$ cat src/rtl/dbus_arb_pkg.sv
// Shared definitions for the data-bus arbiter: state/owner codes and watchdog limits.
package dbus_arb_pkg;

  // State codes double as the externally visible owner code.
  typedef enum logic [1:0] {
    IDLE = 2'b00,
    CPU  = 2'b01,
    DMA  = 2'b10,
    TURN = 2'b11
  } arb_state_e;

  localparam int unsigned BURST_W  = 4;    // holds BURST_MAX up to 15
  localparam int unsigned WD_W     = 8;
  localparam int unsigned WD_LIMIT = 255;  // consecutive DMA cycles before forced release

endpackage

$ cat src/rtl/arb_burst_ctr.sv
// Burst counter: counts owner cycles spent while the other requester waits,
// saturating at LIMIT. limit_o is a registered flag meaning "the next
// increment reaches LIMIT", so the FSM can release exactly on the LIMIT-th cycle.
module arb_burst_ctr
  import dbus_arb_pkg::*;
#(
  parameter int unsigned LIMIT = 4
) (
  input  logic clk,
  input  logic reset,
  input  logic clr_i,
  input  logic inc_i,
  output logic limit_o
);

  logic [BURST_W-1:0] cnt_q, cnt_d;

  // Next count: clear wins, otherwise saturating increment.
  always_comb begin
    cnt_d = cnt_q;
    if (clr_i) begin
      cnt_d = '0;
    end else if (inc_i && (cnt_q < BURST_W'(LIMIT))) begin
      cnt_d = cnt_q + BURST_W'(1);
    end
  end

  // Count register and look-ahead limit flag.
  always_ff @(posedge clk or posedge reset) begin
    if (reset) begin
      cnt_q   <= '0;
      limit_o <= (LIMIT <= 1);
    end else begin
      cnt_q   <= cnt_d;
      limit_o <= (cnt_d >= BURST_W'(LIMIT - 1));
    end
  end

endmodule

$ cat src/rtl/dbus_arbiter.sv
// Two-master data-bus arbiter (core vs. loader/DMA) with burst fairness and a
// mandatory dead cycle on handover. Optional DMA watchdog enabled by defining
// DBUS_ARB_WATCHDOG_EN; without it wd_err is tied low.
module dbus_arbiter
  import dbus_arb_pkg::*;
#(
  parameter int unsigned BURST_MAX = 4
) (
  input  logic       clk,
  input  logic       reset,
  input  logic       cpu_req,
  input  logic       dma_req,
  input  logic       dma_last,
  output logic       cpu_gnt,
  output logic       dma_gnt,
  output logic [1:0] owner,
  output logic       wd_err
);

  arb_state_e state_q, state_d;
  arb_state_e pend_q;
  logic       burst_clr, burst_inc, burst_near, burst_hit;
  logic       wd_fire;

  // Next-state rules; grants follow the registered state only.
  function automatic arb_state_e fsm_next(input arb_state_e st, input arb_state_e pend,
                                          input logic c, input logic d, input logic last,
                                          input logic hit, input logic wd);
    arb_state_e nxt;
    nxt = st;
    case (st)
      IDLE: begin
        if (c)      nxt = CPU;
        else if (d) nxt = DMA;
        else        nxt = IDLE;
      end
      CPU: begin
        if (!c)          nxt = d ? TURN : IDLE;
        else if (d && hit) nxt = TURN;
        else             nxt = CPU;
      end
      DMA: begin
        if (!d || last || wd) nxt = c ? TURN : IDLE;
        else if (c && hit)    nxt = TURN;
        else                  nxt = DMA;
      end
      TURN: begin
        if (pend == CPU) begin
          if (c)      nxt = CPU;
          else if (d) nxt = DMA;
          else        nxt = IDLE;
        end else begin
          if (d)      nxt = DMA;
          else if (c) nxt = CPU;
          else        nxt = IDLE;
        end
      end
      default: nxt = IDLE;
    endcase
    return nxt;
  endfunction

  assign burst_clr = (state_q == IDLE) || (state_q == TURN);
  assign burst_inc = ((state_q == CPU) && dma_req) || ((state_q == DMA) && cpu_req);
  assign burst_hit = burst_inc && burst_near;
  assign state_d   = fsm_next(state_q, pend_q, cpu_req, dma_req, dma_last, burst_hit, wd_fire);

  arb_burst_ctr #(
    .LIMIT (BURST_MAX)
  ) u_burst_ctr (
    .clk     (clk),
    .reset   (reset),
    .clr_i   (burst_clr),
    .inc_i   (burst_inc),
    .limit_o (burst_near)
  );

  // Arbiter state, pending owner and registered grant/owner outputs.
  always_ff @(posedge clk or posedge reset) begin
    if (reset) begin
      state_q <= IDLE;
      pend_q  <= CPU;
      owner   <= 2'b00;
      cpu_gnt <= 1'b0;
      dma_gnt <= 1'b0;
    end else begin
      state_q <= state_d;
      owner   <= state_d;
      cpu_gnt <= (state_d == CPU);
      dma_gnt <= (state_d == DMA);
      if ((state_d == TURN) && (state_q != TURN)) begin
        if (state_q == CPU) pend_q <= DMA;
        else                pend_q <= CPU;
      end
    end
  end

`ifdef DBUS_ARB_WATCHDOG_EN
  logic [WD_W-1:0] wd_cnt_q;
  logic            wd_err_q;

  assign wd_fire = (state_q == DMA) && (wd_cnt_q == WD_W'(WD_LIMIT - 1));
  assign wd_err  = wd_err_q;

  // Consecutive-DMA-cycle counter and sticky error flag.
  always_ff @(posedge clk or posedge reset) begin
    if (reset) begin
      wd_cnt_q <= '0;
      wd_err_q <= 1'b0;
    end else begin
      if ((state_q == DMA) && (state_d == DMA)) wd_cnt_q <= wd_cnt_q + WD_W'(1);
      else                                      wd_cnt_q <= '0;
      if (wd_fire) wd_err_q <= 1'b1;
    end
  end
`else
  assign wd_fire = 1'b0;
  assign wd_err  = 1'b0;
`endif

endmodule

$ cat config.mk
export PLATFORM = sky130hd
export DESIGN_NAME = dbus_arbiter
export DESIGN_NICKNAME = d
export VERILOG_FILES = /design/src/rtl/dbus_arb_pkg.sv /design/src/rtl/arb_burst_ctr.sv /design/src/rtl/dbus_arbiter.sv
export SDC_FILE = /design/constraint.sdc
export NUM_CORES = 1
export LEC_CHECK = 0
export ABC_AREA = 1
export BUFFER_PORTS_ARGS = -buffer_cell sky130_fd_sc_hd__buf_2
export CORE_AREA = 2 2 39 41
export DETAILED_ROUTE_END_ITERATION = 8
export DIE_AREA = 0 0 41 43
export GPL_TIMING_DRIVEN = 0
export PLACE_DENSITY = 0.72
export SYNTH_ARGS = -nofsm -noshare
export SYNTH_HDL_FRONTEND = slang
export SYNTH_SLANG_ARGS = --single-unit
$ cat constraint.sdc
create_clock -name clk -period 1.7 [get_ports clk]
set_input_delay 0.255 -clock clk [delete_from_list [all_inputs] [get_ports clk]]
set_output_delay 0.255 -clock clk [all_outputs]
set_load 0.02 [all_outputs]
==> impl_metrics.xml <==
<?xml version="1.0" encoding="UTF-8"?>
<metrics>
  <group name="critical_path">
    <metric name="critical_path.n_buffers_inverters" unit="">2</metric>
    <metric name="cp.required" unit="ns">1.86</metric>
    <metric name="cp_data_arrival_time" unit="ns">1.68</metric>
    <metric name="worstPathMaxFanout" unit="">4</metric>
    <metric name="critPathKind" unit="">reg -&gt; reg</metric>
    <metric name="startpoint_type_of_the_worst_setup_path" unit="">flip-flop</metric>
    <metric name="cpPeakStageDelay" unit="ns">0.40</metric>
    <metric name="cp_top_family" unit="">simple AND/OR/NAND/NOR gates</metric>
    <metric name="timing.critical_path.slowest_stage_cell" unit="">sky130_fd_sc_hd__dfrtp_1</metric>
    <metric name="timing.critical_path.to_type" unit="">flip-flop</metric>
    <metric name="critical_path.cell_chain" unit="">inv_1, ha_1, nand2_2, nand2_2, nand3_2, clkinv_1, or2_1, nand3_2, nand2_1</metric>
  </group>
  <group name="worst_hold_path">
    <metric name="hold_path_class" unit="">in -&gt; reg</metric>
  </group>
  <group name="clock_tree">
    <metric name="cts_root_buffer_type" unit="">sky130_fd_sc_hd__clkbuf_4</metric>
    <metric name="clockBufferDepth" unit="">2</metric>
    <metric name="cts_made_buffers" unit="">3</metric>
    <metric name="clkSlewWorstSetupHoldPaths" unit="ns">0.08</metric>
    <metric name="worst_skew_pair.late_latency" unit="ns">0.27</metric>
    <metric name="number_of_post_cts_setup_repair_buffers" unit="">0</metric>
    <metric name="cts_num_sinks" unit="">11</metric>
    <metric name="htree_levels" unit="">1</metric>
    <metric name="tritoncts" unit="">built</metric>
  </group>
  <group name="floorplan">
    <metric name="placement_rows" unit="">14</metric>
    <metric name="die_area" unit="µm²">1763</metric>
    <metric name="design.core.area" unit="µm²">1384</metric>
    <metric name="die_width" unit="µm">41</metric>
    <metric name="initial_core_util" unit="%">48.92</metric>
    <metric name="pin_count" unit="">10</metric>
    <metric name="chipHeight" unit="µm">43</metric>
  </group>
  <group name="route">
    <metric name="wl_per_cell" unit="µm">9.982</metric>
    <metric name="drt_first_iter_violations" unit="">6</metric>
    <metric name="wl" unit="µm">1128</metric>
    <metric name="antenna_violating_nets_post_route" unit="">0</metric>
    <metric name="number_of_vias_in_the_routed_layout" unit="">511</metric>
    <metric name="remaining_drc_errors" unit="">0</metric>
    <metric name="post_dr_vias_cell" unit="">4.522</metric>
    <metric name="number_of_detailed_routing_iterations_run_before_antenna_repair" unit="">3</metric>
  </group>
  <group name="cells_and_area">
    <metric name="layoutNonFillerInstCount" unit="">113</metric>
    <metric name="insertedDiodeCount" unit="">0</metric>
    <metric name="final_layout_size_suffix_gt1_share" unit="%">28.87</metric>
    <metric name="area.growth.synth_to_final" unit="%">14.23</metric>
    <metric name="final_nets" unit="">108</metric>
  </group>
  <group name="synthesis">
    <metric name="synth_enable_flop_cells" unit="">0</metric>
    <metric name="synthMostInstantiatedCell" unit="">sky130_fd_sc_hd__nand2_1</metric>
    <metric name="ys_top_cells_by_count" unit="">19 x sky130_fd_sc_hd__nand2_1, 15 x sky130_fd_sc_hd__inv_1, 10 x sky130_fd_sc_hd__dfrtp_1, 6 x sky130_fd_sc_hd__nand2_2</metric>
    <metric name="seq_area_frac_synth" unit="%">40.85</metric>
    <metric name="synth_cells" unit="">84</metric>
    <metric name="synth_warnings" unit="">0</metric>
    <metric name="flops_latches_synth" unit="">11</metric>
    <metric name="syn_avg_cell_area" unit="µm²">8.058</metric>
    <metric name="synth_top_cells_by_area" unit="">sky130_fd_sc_hd__dfrtp_1 37%, sky130_fd_sc_hd__nand2_1 11%, sky130_fd_sc_hd__ha_1 9.2%, sky130_fd_sc_hd__inv_1 8.3%, sky130_fd_sc_hd__nand3_2 5.9%</metric>
    <metric name="yosysTopAreaCellShare" unit="%">36.97</metric>
    <metric name="top_flip_flop_cell_by_instance_count_after_synthesis" unit="">sky130_fd_sc_hd__dfrtp_1</metric>
    <metric name="synth.distinct_cells" unit="">19</metric>
    <metric name="mappedNetlistNets" unit="">94</metric>
    <metric name="mappedNetlistArea" unit="µm²">676.9</metric>
    <metric name="synthArstFlopShare" unit="%">100.0</metric>
    <metric name="area_leader_netlist" unit="">sky130_fd_sc_hd__dfrtp_1</metric>
  </group>
  <group name="power">
    <metric name="p_per_area" unit="nW/µm²">1633</metric>
    <metric name="cellLeakagePower" unit="µW">0.0004373</metric>
    <metric name="irDropWorstVdd" unit="mV">0.8496</metric>
  </group>
  <group name="grt">
    <metric name="grt_start_max_net_pins" unit="">12</metric>
    <metric name="grt_util_all_layers" unit="%">15.83</metric>
    <metric name="global_route.overflow_total" unit="">0</metric>
    <metric name="number_of_global_route_vias_before_repair" unit="">436</metric>
    <metric name="first_pass_grt_wire_length" unit="µm">1800</metric>
    <metric name="antenna_found_initial" unit="">0</metric>
  </group>
  <group name="flow_run">
    <metric name="max-cap-violations" unit="">0</metric>
  </group>
  <group name="place">
    <metric name="place.detailed.instances" unit="">108</metric>
    <metric name="post-dp-hpwl" unit="µm">881.7</metric>
    <metric name="gp_congestion" unit="">0.6985</metric>
    <metric name="port-buffer-count" unit="">8</metric>
    <metric name="pre_cts_slack" unit="ns">0.1916</metric>
  </group>
  <group name="sta">
    <metric name="layout_skew" unit="ns">0.007923</metric>
    <metric name="finalSetupViolCount" unit="">0</metric>
    <metric name="post-route-worst-setup-slack" unit="ns">0.1752</metric>
    <metric name="upper_clock_frequency_limit" unit="MHz">655.8</metric>
    <metric name="holdWs" unit="ns">0.3426</metric>
    <metric name="final.setup.tns" unit="ns">0</metric>
    <metric name="timing.final.crit_share" unit="%">89.70</metric>
    <metric name="final-hold-violation-count" unit="">0</metric>
    <metric name="final_period_minus_worst_setup_slack" unit="ns">1.525</metric>
    <metric name="finalMaxSlewViolations" unit="">0</metric>
    <metric name="unrepaired_setup_endpoints_after_global_routing" unit="">no</metric>
  </group>
  <group name="outcome">
    <metric name="status" unit="">complete, no violations</metric>
  </group>
</metrics>
-- per-layer routing --
layer | share of wire, % | track usage (%)
met5 | 0 | 0
met1 | 49 | 21.77
met3 | 3.5 | 6.283
met4 | 1.2 | 8.000
met2 | 46 | 20.94
-- state kept, by name, indices dropped and copies added (netlist names) --
| register | cells |
|---|---|
| dma_gnt | 1 |
| cpu_gnt | 1 |
| u_burst_ctr.cnt_q | 4 |
| u_burst_ctr.limit_o | 1 |
| pend_q | 2 |
| state_q | 2 |
-- power breakdown --
| group | leakage (µW) | total [µW] | switching, µW | internal, µW |
|---|---|---|---|---|
| clock network | 0.0000150 | 181 | 90.6 | 90.8 |
| registers | 0.000141 | 415 | 51.9 | 363 |
| logic | 0.000281 | 666 | 436 | 230 |
| total | 0.000437 | 1260 | 578 | 684 |
-- worst register-to-register path: cells and delay by family, from the launching register on --
family	cells	cell delay, ns
adder cells (fa/ha/maj)	1	0.24
buffers and inverters	2	0.18
flip-flops	1	0.40
AND/OR/NAND/NOR	6	0.61
-- final timing paths --
path | from | endpoint | slack, ns | depth (start not counted)
hold / removal | cpu_req | cpu_gnt$_DFF_PP0_ | 0.34 | 3
hold reg to reg | pend_q[0]$_DFFE_PP1P_ | pend_q[0]$_DFFE_PP1P_ | 0.47 | 2
setup reg to reg | state_q[0]$_DFF_PP0_ | u_burst_ctr.limit_o$_DFF_PP0_ | 0.18 | 9
setup / recovery | state_q[0]$_DFF_PP0_ | u_burst_ctr.limit_o$_DFF_PP0_ | 0.18 | 9
min in group asynchronous | reset | state_q[1]$_DFF_PP0_ | 0.51 | 3
max in group asynchronous | reset | pend_q[0]$_DFFE_PP1P_ | 0.86 | 3
-- cells by family after synthesis --
| family | after synthesis | synth area share (%) |
|---|---|---|
| DFF | 11 | 40.85 |
| buffers and inverters | 19 | 11.09 |
| AOI/OAI and AO/OA | 5 | 4.252 |
| and+or+nand+nor | 43 | 34.01 |
| adders and majority gates | 5 | 9.242 |
| other | 1 | 0.5540 |
-- through the flow --
step,total power (µW),util [%],instance area [µm²]
final,1263,55.88,773.2
after global routing,1376,55.88,773.2
after CTS,1278,55.88,773.2
after detailed placement,1088,53.25,737.0
after global placement,1070,53.25,737.0
after floorplan,942.7,-,676.9
-- cells in the final DEF, fill, tap and decap left out, types with 3 or more instances in the layout --
| master | instances |
|---|---|
| sky130_fd_sc_hd__nor2_1 | 4 |
| sky130_fd_sc_hd__dfrtp_1 | 10 |
| sky130_fd_sc_hd__clkbuf_4 | 3 |
| sky130_fd_sc_hd__nand2_2 | 6 |
| sky130_fd_sc_hd__buf_2 | 8 |
| sky130_fd_sc_hd__nand3_1 | 5 |
| sky130_fd_sc_hd__inv_1 | 15 |
| sky130_fd_sc_hd__ha_1 | 5 |
| sky130_fd_sc_hd__nand2_1 | 19 |
| sky130_fd_sc_hd__a21oi_1 | 4 |
| sky130_fd_sc_hd__nand3_2 | 4 |
-- repair_timing --
| item | 4_1_cts | 5_1_grt |
|---|---|---|
| hold buffers | 1 | 0 |
| endpoints found under the setup margin | 0 | 0 |
| hold endpoints to repair | 10 | 0 |
| gates resized for setup | 0 | 0 |
-- area by class of cell --
cell class                      instances  area (µm²)
Timing Repair Buffer                    9       50.05
Sequential cell                        11       276.5
Clock buffer                            4       26.28
Buffer                                  1       7.507
Tap cell                               16       20.02
Inverter                               18       67.56
Multi-Input combinational cell         54       325.3
Fill cell                             133       610.6
No activity file was read; power rests on OpenSTA's default activity.
